==> config.mk <==
export PLATFORM = sky130hd
export DESIGN_NAME = adder_reduce_seq
export DESIGN_NICKNAME = d
export VERILOG_FILES = /design/src/rtl/adder_seq_pkg.sv /design/src/rtl/adder_seq_acc.sv /design/src/rtl/adder_reduce_seq.sv
export SDC_FILE = /design/constraint.sdc
export NUM_CORES = 1
export LEC_CHECK = 0
export BUFFER_PORTS_ARGS = -buffer_cell sky130_fd_sc_hd__buf_4
export CORE_UTILIZATION = 57
export DETAILED_ROUTE_END_ITERATION = 7
export GPL_TIMING_DRIVEN = 0
export MAX_ROUTING_LAYER = met4
export PLACE_DENSITY = 0.83
export SYNTH_ARGS = -nofsm -noshare
export SYNTH_HDL_FRONTEND = slang
export SYNTH_SLANG_ARGS = --single-unit
==> constraint.sdc <==
create_clock -name clk -period 3.9 [get_ports clk]
set_input_delay 0.195 -clock clk [delete_from_list [all_inputs] [get_ports clk]]
set_output_delay 0.195 -clock clk [all_outputs]
set_load 0.01 [all_outputs]
==> src/rtl/adder_seq_pkg.sv <==
// Shared types and constants for the sequential adder reduction block.
package adder_seq_pkg;

  localparam int DEF_ADDER_WIDTH  = 64;
  localparam int DEF_NUM_OPERANDS = 8;

  typedef enum logic [1:0] {
    IDLE  = 2'd0,
    ACCUM = 2'd1,
    DONE  = 2'd2
  } state_t;

  // Result width: enough headroom that summing num_operands full-scale values cannot overflow.
  function automatic int sum_width(input int adder_width, input int num_operands);
    return adder_width + $clog2(num_operands);
  endfunction

endpackage

==> src/rtl/adder_seq_acc.sv <==
// Accumulator register with a zero-extending two-input adder; load overrides add.
module adder_seq_acc #(
  parameter int ADDER_WIDTH = 64,
  parameter int SUM_WIDTH   = 67
) (
  input  logic                   clk,
  input  logic                   rst,
  input  logic                   load,
  input  logic                   add,
  input  logic [ADDER_WIDTH-1:0] operand,
  output logic [SUM_WIDTH-1:0]   acc
);

  logic [SUM_WIDTH-1:0] acc_q;
  logic [SUM_WIDTH-1:0] acc_d;
  logic [SUM_WIDTH-1:0] operand_ext;

  assign operand_ext = SUM_WIDTH'(operand);

  always_comb begin
    acc_d = acc_q;
    if (load) begin
      acc_d = operand_ext;
    end else if (add) begin
      acc_d = acc_q + operand_ext;
    end
  end

  always_ff @(posedge clk or posedge rst) begin
    if (rst) begin
      acc_q <= '0;
    end else begin
      acc_q <= acc_d;
    end
  end

  assign acc = acc_q;

endmodule

==> src/rtl/adder_reduce_seq.sv <==
// Folds NUM_OPERANDS operands into one sum through a single adder, valid/ready on both sides.
// Optional synchronous frame abort port 'clear' is built when ADDER_SEQ_CLEAR_EN is defined.
module adder_reduce_seq
  import adder_seq_pkg::*;
#(
  parameter  int ADDER_WIDTH  = DEF_ADDER_WIDTH,
  parameter  int NUM_OPERANDS = DEF_NUM_OPERANDS,
  localparam int SUM_WIDTH    = sum_width(ADDER_WIDTH, NUM_OPERANDS)
) (
  input  logic                   clk,
  input  logic                   reset,
  input  logic                   in_valid,
  output logic                   in_ready,
  input  logic [ADDER_WIDTH-1:0] in_data,
  output logic                   out_valid,
  input  logic                   out_ready,
  output logic [SUM_WIDTH-1:0]   out_sum,
`ifdef ADDER_SEQ_CLEAR_EN
  input  logic                   clear,
`endif
  output logic                   busy
);

  localparam int CNT_W = (NUM_OPERANDS > 1) ? $clog2(NUM_OPERANDS) : 1;
  localparam logic [CNT_W-1:0] LAST_CNT = CNT_W'(NUM_OPERANDS - 1);

  if (NUM_OPERANDS < 2 || NUM_OPERANDS > 16 ||
      (NUM_OPERANDS & (NUM_OPERANDS - 1)) != 0) begin : g_bad_num_operands
    $error("adder_reduce_seq: NUM_OPERANDS must be a power of two in 2..16");
  end

  state_t               state_q;
  state_t               state_d;
  logic [CNT_W-1:0]     count_q;
  logic [CNT_W-1:0]     count_d;
  logic                 accept;
  logic                 clear_w;
  logic                 acc_load;
  logic                 acc_add;
  logic [ADDER_WIDTH-1:0] acc_operand;

`ifdef ADDER_SEQ_CLEAR_EN
  assign clear_w = clear;
`else
  assign clear_w = 1'b0;
`endif

  assign in_ready  = (state_q != DONE);
  assign out_valid = (state_q == DONE);
  assign busy      = (state_q == ACCUM);
  assign accept    = in_valid && in_ready;

  // Abort is a load of zero so it always wins over a coincident accept.
  always_comb begin
    state_d     = state_q;
    count_d     = count_q;
    acc_load    = 1'b0;
    acc_add     = 1'b0;
    acc_operand = in_data;
    if (clear_w) begin
      state_d     = IDLE;
      count_d     = '0;
      acc_load    = 1'b1;
      acc_operand = '0;
    end else begin
      case (state_q)
        IDLE: begin
          if (accept) begin
            acc_load = 1'b1;
            count_d  = CNT_W'(1);
            state_d  = ACCUM;
          end
        end
        ACCUM: begin
          if (accept) begin
            acc_add = 1'b1;
            if (count_q == LAST_CNT) begin
              count_d = '0;
              state_d = DONE;
            end else begin
              count_d = count_q + CNT_W'(1);
            end
          end
        end
        DONE: begin
          if (out_ready) begin
            state_d = IDLE;
          end
        end
        default: begin
          state_d = IDLE;
          count_d = '0;
        end
      endcase
    end
  end

  always_ff @(posedge clk or posedge reset) begin
    if (reset) begin
      state_q <= IDLE;
      count_q <= '0;
    end else begin
      state_q <= state_d;
      count_q <= count_d;
    end
  end

  adder_seq_acc #(
    .ADDER_WIDTH (ADDER_WIDTH),
    .SUM_WIDTH   (SUM_WIDTH)
  ) u_acc (
    .clk     (clk),
    .rst     (reset),
    .load    (acc_load),
    .add     (acc_add),
    .operand (acc_operand),
    .acc     (out_sum)
  );

endmodule

==> results of run 1 <==
## critical path, delay by kind of cell (launching register included)
| family | cells | cell delay, ns |
|---|---|---|
| simple gates | 1 | 0.21 |
| xor+xnor | 1 | 0.14 |
| flops | 1 | 0.37 |
| fa+ha+maj | 2 | 0.61 |
| compound gates | 9 | 2.15 |
| buf+inv | 1 | 0.07 |
## cell families after synthesis
logic type               Yosys count
buffers and inverters             67
AO/OA/AOI/OAI                    346
multiplexers                      33
flip-flops                        72
adder cells (fa/ha/maj)           67
XOR/XNOR                          54
AND/OR/NAND/NOR                  268
## cell type report
class,count,share of cell area
plain buffers,52,0.02398
clock buffers,11,0.02802
clock inverters,4,0.005200
inverters,15,0.006789
multi-input cells,768,0.5807
flip-flops and latches,72,0.2080
well taps,168,0.02427
repair buffers,139,0.1231
## Yosys cell counts (all sizes together) (2+ instances only)
master,n
nor3,9
nor3b,2
nor4,2
dfrtp,72
a21boi,2
clkbuf,42
ha,66
nand2b,8
o211ai,4
nand2,113
o21bai,13
nand4,18
or2,3
o2111ai,3
inv,15
mux2i,33
o21ai,109
a211oi,7
a21o,48
xnor2,35
o21a,12
xor2,19
o22ai,2
nor2b,10
and3,11
or3,5
o31a,2
o41ai,2
a41oi,3
a21oi,110
buf,10
nand3,16
o31ai,3
and2,7
nor2,59
a22o,2
a31oi,14
## registers in the layout, summed over array words and instances (netlist names)
register	count
count_q	3
state_q	2
u_acc.acc	67
## layer usage
metal  global-route usage  wire length (um)  share of wire
met1               0.4491              9592           0.45
met2               0.5468              9673           0.45
met3              0.04874              1405          0.066
met4               0.1553               675          0.032
met5                    -                 0              0
## timing repair
item                                   in CTS  in global routing
hold buffers                                1                  0
gates resized for setup                     2                  6
endpoints found under the hold margin      21                  0
setup endpoints to repair                   2                  7
## power by group through the flow
stage	clock network, mW	logic (mW)	registers, mW
2_1_floorplan	0	3.71	1.56
3_5_place_dp	0	5.35	1.47
4_1_cts	0.857	5.39	1.46
3_3_place_gp	0	5.25	1.46
6_report	0.858	5.49	1.47
5_1_grt	0.897	6.06	1.51
## metrics by stage
step	hold slack, ns	TNS [ns]	power, mW	setup WS, ns	area (sq um)
floorplan	0.3067	0	5.264	0.6626	7057
global placement	0.3885	-0.02719	6.714	-0.02719	8295
detailed placement	0.1858	-0.06562	6.818	-0.06562	8325
CTS	0.05352	0	7.709	0.1511	8631
global route	0.07437	0	8.475	0.006822	8662
finish	0.04599	0	7.810	0.2020	8662
## worst max-delay path by stage
stage	startpoint	to
2_1_floorplan	u_acc.acc[0]	u_acc.acc[54]
3_3_place_gp	u_acc.acc[0]	u_acc.acc[64]
3_5_place_dp	u_acc.acc[8]	u_acc.acc[51]
4_1_cts	u_acc.acc[8]	u_acc.acc[51]
5_1_grt	u_acc.acc[0]	u_acc.acc[58]
6_report	u_acc.acc[0]	u_acc.acc[58]
==> impl_metrics.tcl, run 1 <==
set metrics [dict create \
    drtPass1Iterations 7 \
    routabilityCongestion 1.004 \
    utilization 0.7182 \
    p_seq_frac 0.188 \
    grt_usage 0.3489 \
    cp-end-kind "register" \
    ys_seq_area_frac 0.2553 \
    finalCritPeriodShare 0.9482 \
    htree_levels 3 \
    maxCapViolations 0 \
    synth_xor_area_frac 0.06702 \
    setup_viol 0 \
    dieArea_sq_mm 0.01283 \
    num_vias 7394 \
    synth_compound_area_frac 0.2993 \
    syn-num-nets 1042 \
    place_hpwl_um 16390 \
    worstSkewPairLatency_ns 0.35 \
    path_class "reg2reg" \
    synth_top_area_frac 0.2553 \
    final_layout_size_suffix_gt1_frac 0.1612 \
    post_cts_buffers 0 \
    final_max_slew_viol_count 0 \
    hold_path_class "in2reg" \
    grt_max_degree 52 \
    syn-cell-area_sq_mm 0.007057 \
    powerDensity_mw_per_mm2 901.6 \
    hold_path.startpoint "out_ready" \
    reg2reg_from "u_acc.acc[0]" \
    synth-simple-area-share 0.1743 \
    io_buffers 137 \
    avgRoutedWirePerCell_um 17.37 \
    fmax_mhz 270.4 \
    holdPathEnd "state_q[1]" \
    multiInputGateArea_sq_mm 0.005030 \
    vias_per_cell 6.016 \
    internal-power_mw 4.029 \
    post-route-min-period_ns 3.698 \
    synthAdderAreaFrac 0.1199 \
    comb_power_share 0.702 \
    routed_wirelength_um 21350 \
    fp.dieW_um 113.3 \
    ys_types 62 \
    cp_max_fo 5 \
    start_util 0.5851 \
    r2r_cells 14 \
    leakagePower_nw 4.253 \
    most-common-layout-cells "137 x buf_4, 113 x nand2_1, 110 x a21oi_1" \
    coreArea_sq_mm 0.01206 \
    syn-instance-count 907 \
    final_common_cell "buf_4" \
    rr_endpoint "u_acc.acc[58]" \
    antenna_left 0 \
    synth_warnings 0 \
    maxSlewHeadroom 0.4165 \
    start_kind "register" \
    clock-sinks 72 \
    syn_area_per_cell_sq_um 7.780 \
    synth_top_family_by_area "compound AO/OA/AOI/OAI gates" \
    stdcell_count 1229 \
    max-vdd-ir-drop_mv 0.4263 \
    ys.flop_type "dfrtp_1" \
    num_rows 40 \
    grt_pass1_wl_um 34210 \
    placedCellCount 1213 \
    hold_violations 0 \
    route.detailed.drc 0 \
    grt_pass1_vias 6949 \
    p_sw_mw 3.781 \
    synth_edf_count 0 \
    n_fill_cell 1013 \
    cpMostUsedCell "a211oi_2" \
    rsz0062_at_grt "false" \
    cts_root_buffer "clkbuf_16" \
    path_clk_slew_ns 0.06 \
    syn2layout_area_growth_pct 22.75 \
    drt-initial-drc-count 478 \
    fp.dieH_um 113.3 \
    yosysTopAreaCell "dfrtp_1" \
    cts_buffer_depth 2 \
    cp_cell_sequence "ha_1 > inv_1 > fa_1 > nor2b_1 > o2111ai_1 > a21o_1 > a211oi_2 > a211oi_2 > o21a_2 > o41ai_4 > a41oi_4 > o21ai_1 > xnor2_1 > o22ai_1" \
    synthMuxAreaShare 0.04681 \
    grt_antenna_before_repair 0 \
    min_path_cells 2 \
    status "finished, final reports clean" \
    synth-seq-cells 72 \
    finClkSkew_ns 0.008664 \
    clkPwrFrac 0.110 \
    async_flop_share 1.000 \
    required_ns 4.10 \
    diodes 0 \
    worst_pin_slew_ns 0.8753 \
    cts_buffers 9 \
    ioPinCount 138 \
    arrival_ns 3.90 \
    synth_area_leaders "dfrtp_1 26%, ha_1 12%, a21oi_1 7.8%" \
    seq_area_sq_mm 0.001802 \
    cts_tree "done" \
    cpMaxStageDelayCell "o41ai_4" \
    fin_nets 1192 \
    grt-ovfl-total 0 \
    r2r_slack_ns 0.20 \
    slowest_delay_ns 0.43 \
    netSwitchingFraction 0.4841 \
]
No activity file was read; power rests on OpenSTA's default activity.
==> run 2: changes to the inputs <==
--- a/config.mk
+++ b/config.mk
@@ -11,6 +11,7 @@
 export GPL_TIMING_DRIVEN = 0
 export MAX_ROUTING_LAYER = met4
 export PLACE_DENSITY = 0.83
+export SETUP_SLACK_MARGIN = 0.5
 export SYNTH_ARGS = -nofsm -noshare
 export SYNTH_HDL_FRONTEND = slang
 export SYNTH_SLANG_ARGS = --single-unit
==> constraint.sdc (replaced) <==
create_clock -name clk -period 3.9 [get_ports clk]
set_input_delay 0.39 -clock clk [delete_from_list [all_inputs] [get_ports clk]]
set_output_delay 0.39 -clock clk [all_outputs]
set_load 0.01 [all_outputs]
==> run 2 against run 1 <==
Compared with the run above: combinational power grew 6.0%; non-clock buffer count grew 11; final cell count grew 0.90%; global-route usage grew 0.51 points; sequential power is essentially flat; critical path type unchanged; die area is the same; worst setup slack gained 0.34 ns; largest power group unchanged; core utilization grew 2.4 points.
==> impl_metrics.tcl, run 2 (synthesis results as in run 1) <==
set metrics [dict create \
    worst_pin_slew_ns 0.8842 \
    utilization 0.7425 \
    coreArea_sq_mm 0.01206 \
    setup_viol 0 \
    routed_wirelength_um 22020 \
    antenna_left 0 \
    avgRoutedWirePerCell_um 17.76 \
    drtPass1Iterations 5 \
    vias_per_cell 6.048 \
    path_class "reg2reg" \
    cts_buffers 9 \
    num_rows 40 \
    p_seq_frac 0.181 \
    ioPinCount 138 \
    place_hpwl_um 16390 \
    diodes 0 \
    required_ns 4.10 \
    finalCritPeriodShare 0.8610 \
    clock-sinks 72 \
    p_sw_mw 3.951 \
    drt-initial-drc-count 576 \
    worstSkewPairLatency_ns 0.35 \
    syn2layout_area_growth_pct 26.91 \
    gr-max-usage-layer "met2" \
    post-route-min-period_ns 3.358 \
    start_util 0.5851 \
    clkPwrFrac 0.105 \
    total_power_mw 8.150 \
    grt_pass1_vias 7053 \
    grt_antenna_before_repair 0 \
    leakagePower_nw 4.348 \
    hold_violations 0 \
    io_buffers 137 \
    maxCapViolations 0 \
    cp_max_fo 5 \
    place_area_sq_mm 0.008325 \
    final_layout_size_suffix_gt1_frac 0.1978 \
    powerDensity_mw_per_mm2 910.0 \
    start_kind "register" \
    grt_pass1_wl_um 34770 \
    grt-ovfl-total 0 \
    final_common_cell "buf_4" \
    final_max_slew_viol_count 0 \
    cts_buffer_depth 2 \
    htree_levels 3 \
    fin_area_sq_mm 0.008956 \
    largest_register_ffs 67 \
    hold_buffers 0 \
    fin_nets 1203 \
    fmax_mhz 297.8 \
    grtUsageMet3 0.05410 \
    hold_slack_ns 0.002936 \
    globalRouteMet2Util 0.5562 \
    path_clk_slew_ns 0.06 \
    status "finished, final reports clean" \
    comb_power_share 0.714 \
    netSwitchingFraction 0.4848 \
    max-vdd-ir-drop_mv 0.4305 \
    fp.dieW_um 113.3 \
    cp-end-kind "register" \
    routabilityCongestion 1.004 \
    dieArea_sq_mm 0.01283 \
    met1_usage 0.4519 \
    finClkSkew_ns 0.008744 \
    maxSlewHeadroom 0.4105 \
    arrival_ns 3.56 \
    rsz0062_at_grt "true" \
    hold_path_class "in2async" \
    internal-power_mw 4.199 \
    setup_tns_ns 0 \
    fp.dieH_um 113.3 \
    grt_max_degree 52 \
    grt_usage 0.3540 \
    cts_root_buffer "clkbuf_16" \
    num_vias 7499 \
    cts_tree "done" \
    route.detailed.drc 0 \
    most-common-layout-cells "148 x buf_4, 113 x nand2_1, 107 x a21oi_1" \
]
## run 2: what timing repair did
| item | 4_1_cts | 5_1_grt |
|---|---|---|
| setup endpoints to repair | 20 | 18 |
| buffers inserted | 5 | 7 |
| resized for setup | 23 | 36 |
| pin swaps | 10 | 19 |
## run 2: path summary, 6_finish.rpt
kind                              start            end  slack [ns]  cells after the start
min                               reset  u_acc.acc[10]       0.003                      2
min in group clk              out_ready     state_q[1]        0.24                      2
max reg2reg                u_acc.acc[0]  u_acc.acc[54]        0.54                     14
max in group asynchronous         reset  u_acc.acc[35]        3.32                      3
min reg2reg                  count_q[1]     count_q[1]        0.51                      1
max                        u_acc.acc[0]  u_acc.acc[54]        0.54                     14
## run 2: metrics by stage
stage	setup slack [ns]	instances
after floorplan	0.6626	907
after CTS	0.5003	1233
after global routing	0.4125	1240
after detailed placement	-0.1696	1213
final	0.5422	1240
after global placement	-0.1309	1212
## run 2: layout make-up
class / count / area (sq um)
multi-input combinational: 768 / 5233
tap: 168 / 210.2
clock buffer: 11 / 242.7
timing repair buffer: 150 / 1150
inverter: 15 / 58.81
buffer: 52 / 215.2
fill: 967 / 3105
clock inverter: 4 / 45.04
sequential: 72 / 1802
## run 2: layer usage
layer	vias to the layer above	wire length, um
li1	3631	-
met3	52	1364
met2	303	10210
met5	-	0
met1	3513	9828
met4	0	622
## run 2: critical path: stages, from the launching register on
cell       delay, ns
dfrtp_1         0.38
ha_4            0.16
inv_2           0.04
fa_2            0.36
nor2b_4         0.15
o2111ai_4       0.14
a21o_1          0.25
a211oi_4        0.28
a211oi_4        0.09
o21a_2          0.25
o41ai_4         0.43
a41oi_4         0.22
o21bai_1        0.22
xnor2_1         0.14
o22ai_1         0.08
## run 2: power by group through the flow
stage / logic (mW) / registers, mW / clock network [mW]
floorplan: 3.71 / 1.56 / 0
global placement: 5.25 / 1.46 / 0
detailed placement: 5.35 / 1.47 / 0
CTS: 5.51 / 1.46 / 0.857
global route: 6.40 / 1.52 / 0.897
finish: 5.82 / 1.47 / 0.860
==> run 3: changes to the inputs <==
--- a/config.mk
+++ b/config.mk
@@ -14,4 +14,5 @@
 export SETUP_SLACK_MARGIN = 0.5
 export SYNTH_ARGS = -nofsm -noshare
 export SYNTH_HDL_FRONTEND = slang
+export SYNTH_HIERARCHICAL = 1
 export SYNTH_SLANG_ARGS = --single-unit
==> run 3 against run 2 <==
Compared with the run above: hold slack better by 0.22 ns; highest routed layer unchanged; combinational power rose by 2%; first-iteration DRC count is 8.0% lower; register-to-register slack got worse by 0.21 ns; final cell count down 3.2%; worst setup slack lost 0.21 ns; non-clock buffer count fell by 2; flip-flop and latch count is the same; total power up 1.3%; clock power is 5.6% lower; core utilization is essentially flat; sequential share of layout area shrank 0.076 points; critical path type unchanged.
==> impl_metrics.tcl, run 3 <==
set metrics [dict create \
    avgRoutedWirePerCell_um 17.80 \
    cts_root_buffer "clkbuf_16" \
    grt_pass1_wl_um 33170 \
    leakagePower_nw 4.210 \
    yosysTopAreaCell "dfrtp_1" \
    ys.flop_type "dfrtp_1" \
    critPathTopFamily "compound AO/OA/AOI/OAI gates" \
    syn-cell-area_sq_mm 0.007124 \
    arrival_ns 3.80 \
    fp.dieH_um 113.8 \
    clock-sinks 72 \
    htree_levels 3 \
    ys_seq_area_frac 0.2529 \
    internal-power_mw 4.321 \
    setup_viol 0 \
    syn-instance-count 861 \
    maxSlewHeadroom 0.3994 \
    synth_warnings 6 \
    final_layout_size_suffix_gt1_frac 0.2471 \
    finalCritPeriodShare 0.9136 \
    max-vdd-ir-drop_mv 0.4828 \
    comb_power_share 0.719 \
    setup_slack_ns 0.3370 \
    status "finished, final reports clean" \
    min_path_cells 2 \
    ioPinCount 138 \
    cp_max_fo 4 \
    coreArea_sq_mm 0.01211 \
    crit_cells 14 \
    start_util 0.5882 \
    place_ws_ns -0.09552 \
    drtPass1Iterations 5 \
    worst_pin_slew_ns 0.9008 \
    grt_max_degree 68 \
    fp.dieW_um 113.8 \
    cp-startpoint "u_acc/acc[0]" \
    final_max_slew_viol_count 0 \
    r2r_cells 14 \
    hold_violations 0 \
    slowest_delay_ns 0.51 \
    path_class "reg2reg" \
    clkPwrFrac 0.098 \
    grt_usage 0.3346 \
    utilization 0.7423 \
    yosysMostFrequentCell "a21oi_1" \
    fin_nets 1162 \
    async_flop_share 1.000 \
    cts_buffer_depth 2 \
    grt_pass1_vias 6821 \
    ys_top_cells_by_count "99 x a21oi_1, 96 x nand2_1, 88 x o21ai_0" \
    synth_top_area_frac 0.2529 \
    synth_area_leaders "dfrtp_1 25%, ha_1 12%, a21oi_1 7.0%" \
    fmax_mhz 280.7 \
    netSwitchingFraction 0.4766 \
    worstSkewPairLatency_ns 0.35 \
    drt-initial-drc-count 530 \
    synth_edf_count 0 \
    largest_register_ffs 67 \
    powerDensity_mw_per_mm2 918.5 \
    finClkSkew_ns 0.004706 \
    p_seq_frac 0.183 \
    cp-end-kind "register" \
    cts_tree "done" \
    antenna_left 0 \
    syn-num-nets 996 \
    cp_num_buf_inv 1 \
    vias_per_cell 6.104 \
    maxCapViolations 0 \
    rsz0062_at_grt "true" \
    synth-seq-cells 72 \
    start_kind "register" \
    path_clk_slew_ns 0.06 \
    required_ns 4.14 \
    routed_wirelength_um 21360 \
    cts_buffers 9 \
    hold_path.startpoint "out_ready" \
    grt-ovfl-total 0 \
    ys_types 87 \
    routabilityCongestion 0.9437 \
    reg2reg_from "u_acc/acc[0]" \
    place_hpwl_um 15460 \
    diodes 0 \
    route.detailed.drc 0 \
    dieArea_sq_mm 0.01295 \
    io_buffers 137 \
    post-route-min-period_ns 3.563 \
    grt_antenna_before_repair 0 \
    syn2layout_area_growth_pct 26.19 \
    final_common_cell "buf_4" \
    total_power_mw 8.257 \
    hold_path_class "in2reg" \
    most-common-layout-cells "158 x buf_4, 98 x a21oi_1, 95 x nand2_1" \
    hold_slack_ns 0.2219 \
    num_rows 40 \
    num_vias 7325 \
    p_sw_mw 3.936 \
    cp_cell_sequence "ha_2 > inv_2 > fa_2 > nor2b_2 > o2111ai_2 > nand3_2 > nor2_4 > o221ai_4 > a31oi_4 > o41ai_4 > a41oi_4 > o21ai_2 > a41oi_2 > mux2_1" \
    syn_area_per_cell_sq_um 8.274 \
    cpMaxStageDelayCell "o41ai_4" \
]
-- run 3: area by class of cell --
class                   instances  area, sq um
plain buffers                  45        284.0
clock buffers                  12        256.5
clock inverters                 4        28.78
fillers                       981         3122
inverters                      31        118.9
multi-input cells             713         5120
flip-flops and latches         72         1802
well taps                     168        210.2
repair buffers                155         1170
-- run 3: stage by stage --
stage	setup TNS (ns)	std cells	cell area, sq um
3_5_place_dp	-0.2368	1166	8366
6_report	0	1200	8990
5_1_grt	0	1200	8990
2_1_floorplan	0	861	7124
3_3_place_gp	-0.2378	1166	8363
4_1_cts	0	1188	8747
-- run 3: power by group through the flow --
stage | sequential [mW] | clock, mW | combinational [mW]
2_1_floorplan | 1.58 | 0 | 3.81
3_3_place_gp | 1.49 | 0 | 5.34
3_5_place_dp | 1.50 | 0 | 5.44
4_1_cts | 1.50 | 0.820 | 5.58
5_1_grt | 1.56 | 0.852 | 6.47
6_report | 1.51 | 0.812 | 5.94
-- run 3: routing by layer --
layer,vias up,GRT usage,wire length [um]
met4,0,0.1325,492
met5,-,-,0
li1,3488,-,-
met3,55,0.07120,1591
met1,3426,0.4286,9285
met2,356,0.5167,9986
-- run 3: timing repair --
item / CTS / global route
hold buffers: 1 / 0
pin swaps: 6 / 20
endpoints found under the hold margin: 5 / 0
setup endpoints to repair: 17 / 24
gates resized for setup: 10 / 38
buffers inserted: 5 / 12
-- run 3: logic make-up after synthesis --
logic type,Yosys count,synth area share
AO/OA/AOI/OAI,320,0.2868
AND/OR/NAND/NOR,229,0.1577
buffers and inverters,76,0.05760
flip-flops,72,0.2529
adder cells (fa/ha/maj),67,0.1187
XOR/XNOR,59,0.07253
multiplexers,38,0.05374
-- run 3: worst paths after layout --
check	to	slack, ns
min	state_q[1]	0.22
max reg2reg	u_acc/acc[66]	0.34
min in group asynchronous	state_q[1]	0.52
max	u_acc/acc[66]	0.34
max in group asynchronous	u_acc/acc[44]	2.50
min reg2reg	count_q[2]	0.49
-- run 3: worst register-to-register path: stages, from the launching register on --
cell and delay [ns]:
dfrtp_1 0.37, ha_2 0.22, inv_2 0.05, fa_2 0.36, nor2b_2 0.17, o2111ai_2 0.18
nand3_2 0.16, nor2_4 0.05, o221ai_4 0.18, a31oi_4 0.15, o41ai_4 0.51, a41oi_4 0.26
o21ai_2 0.29, a41oi_2 0.16, mux2_1 0.33
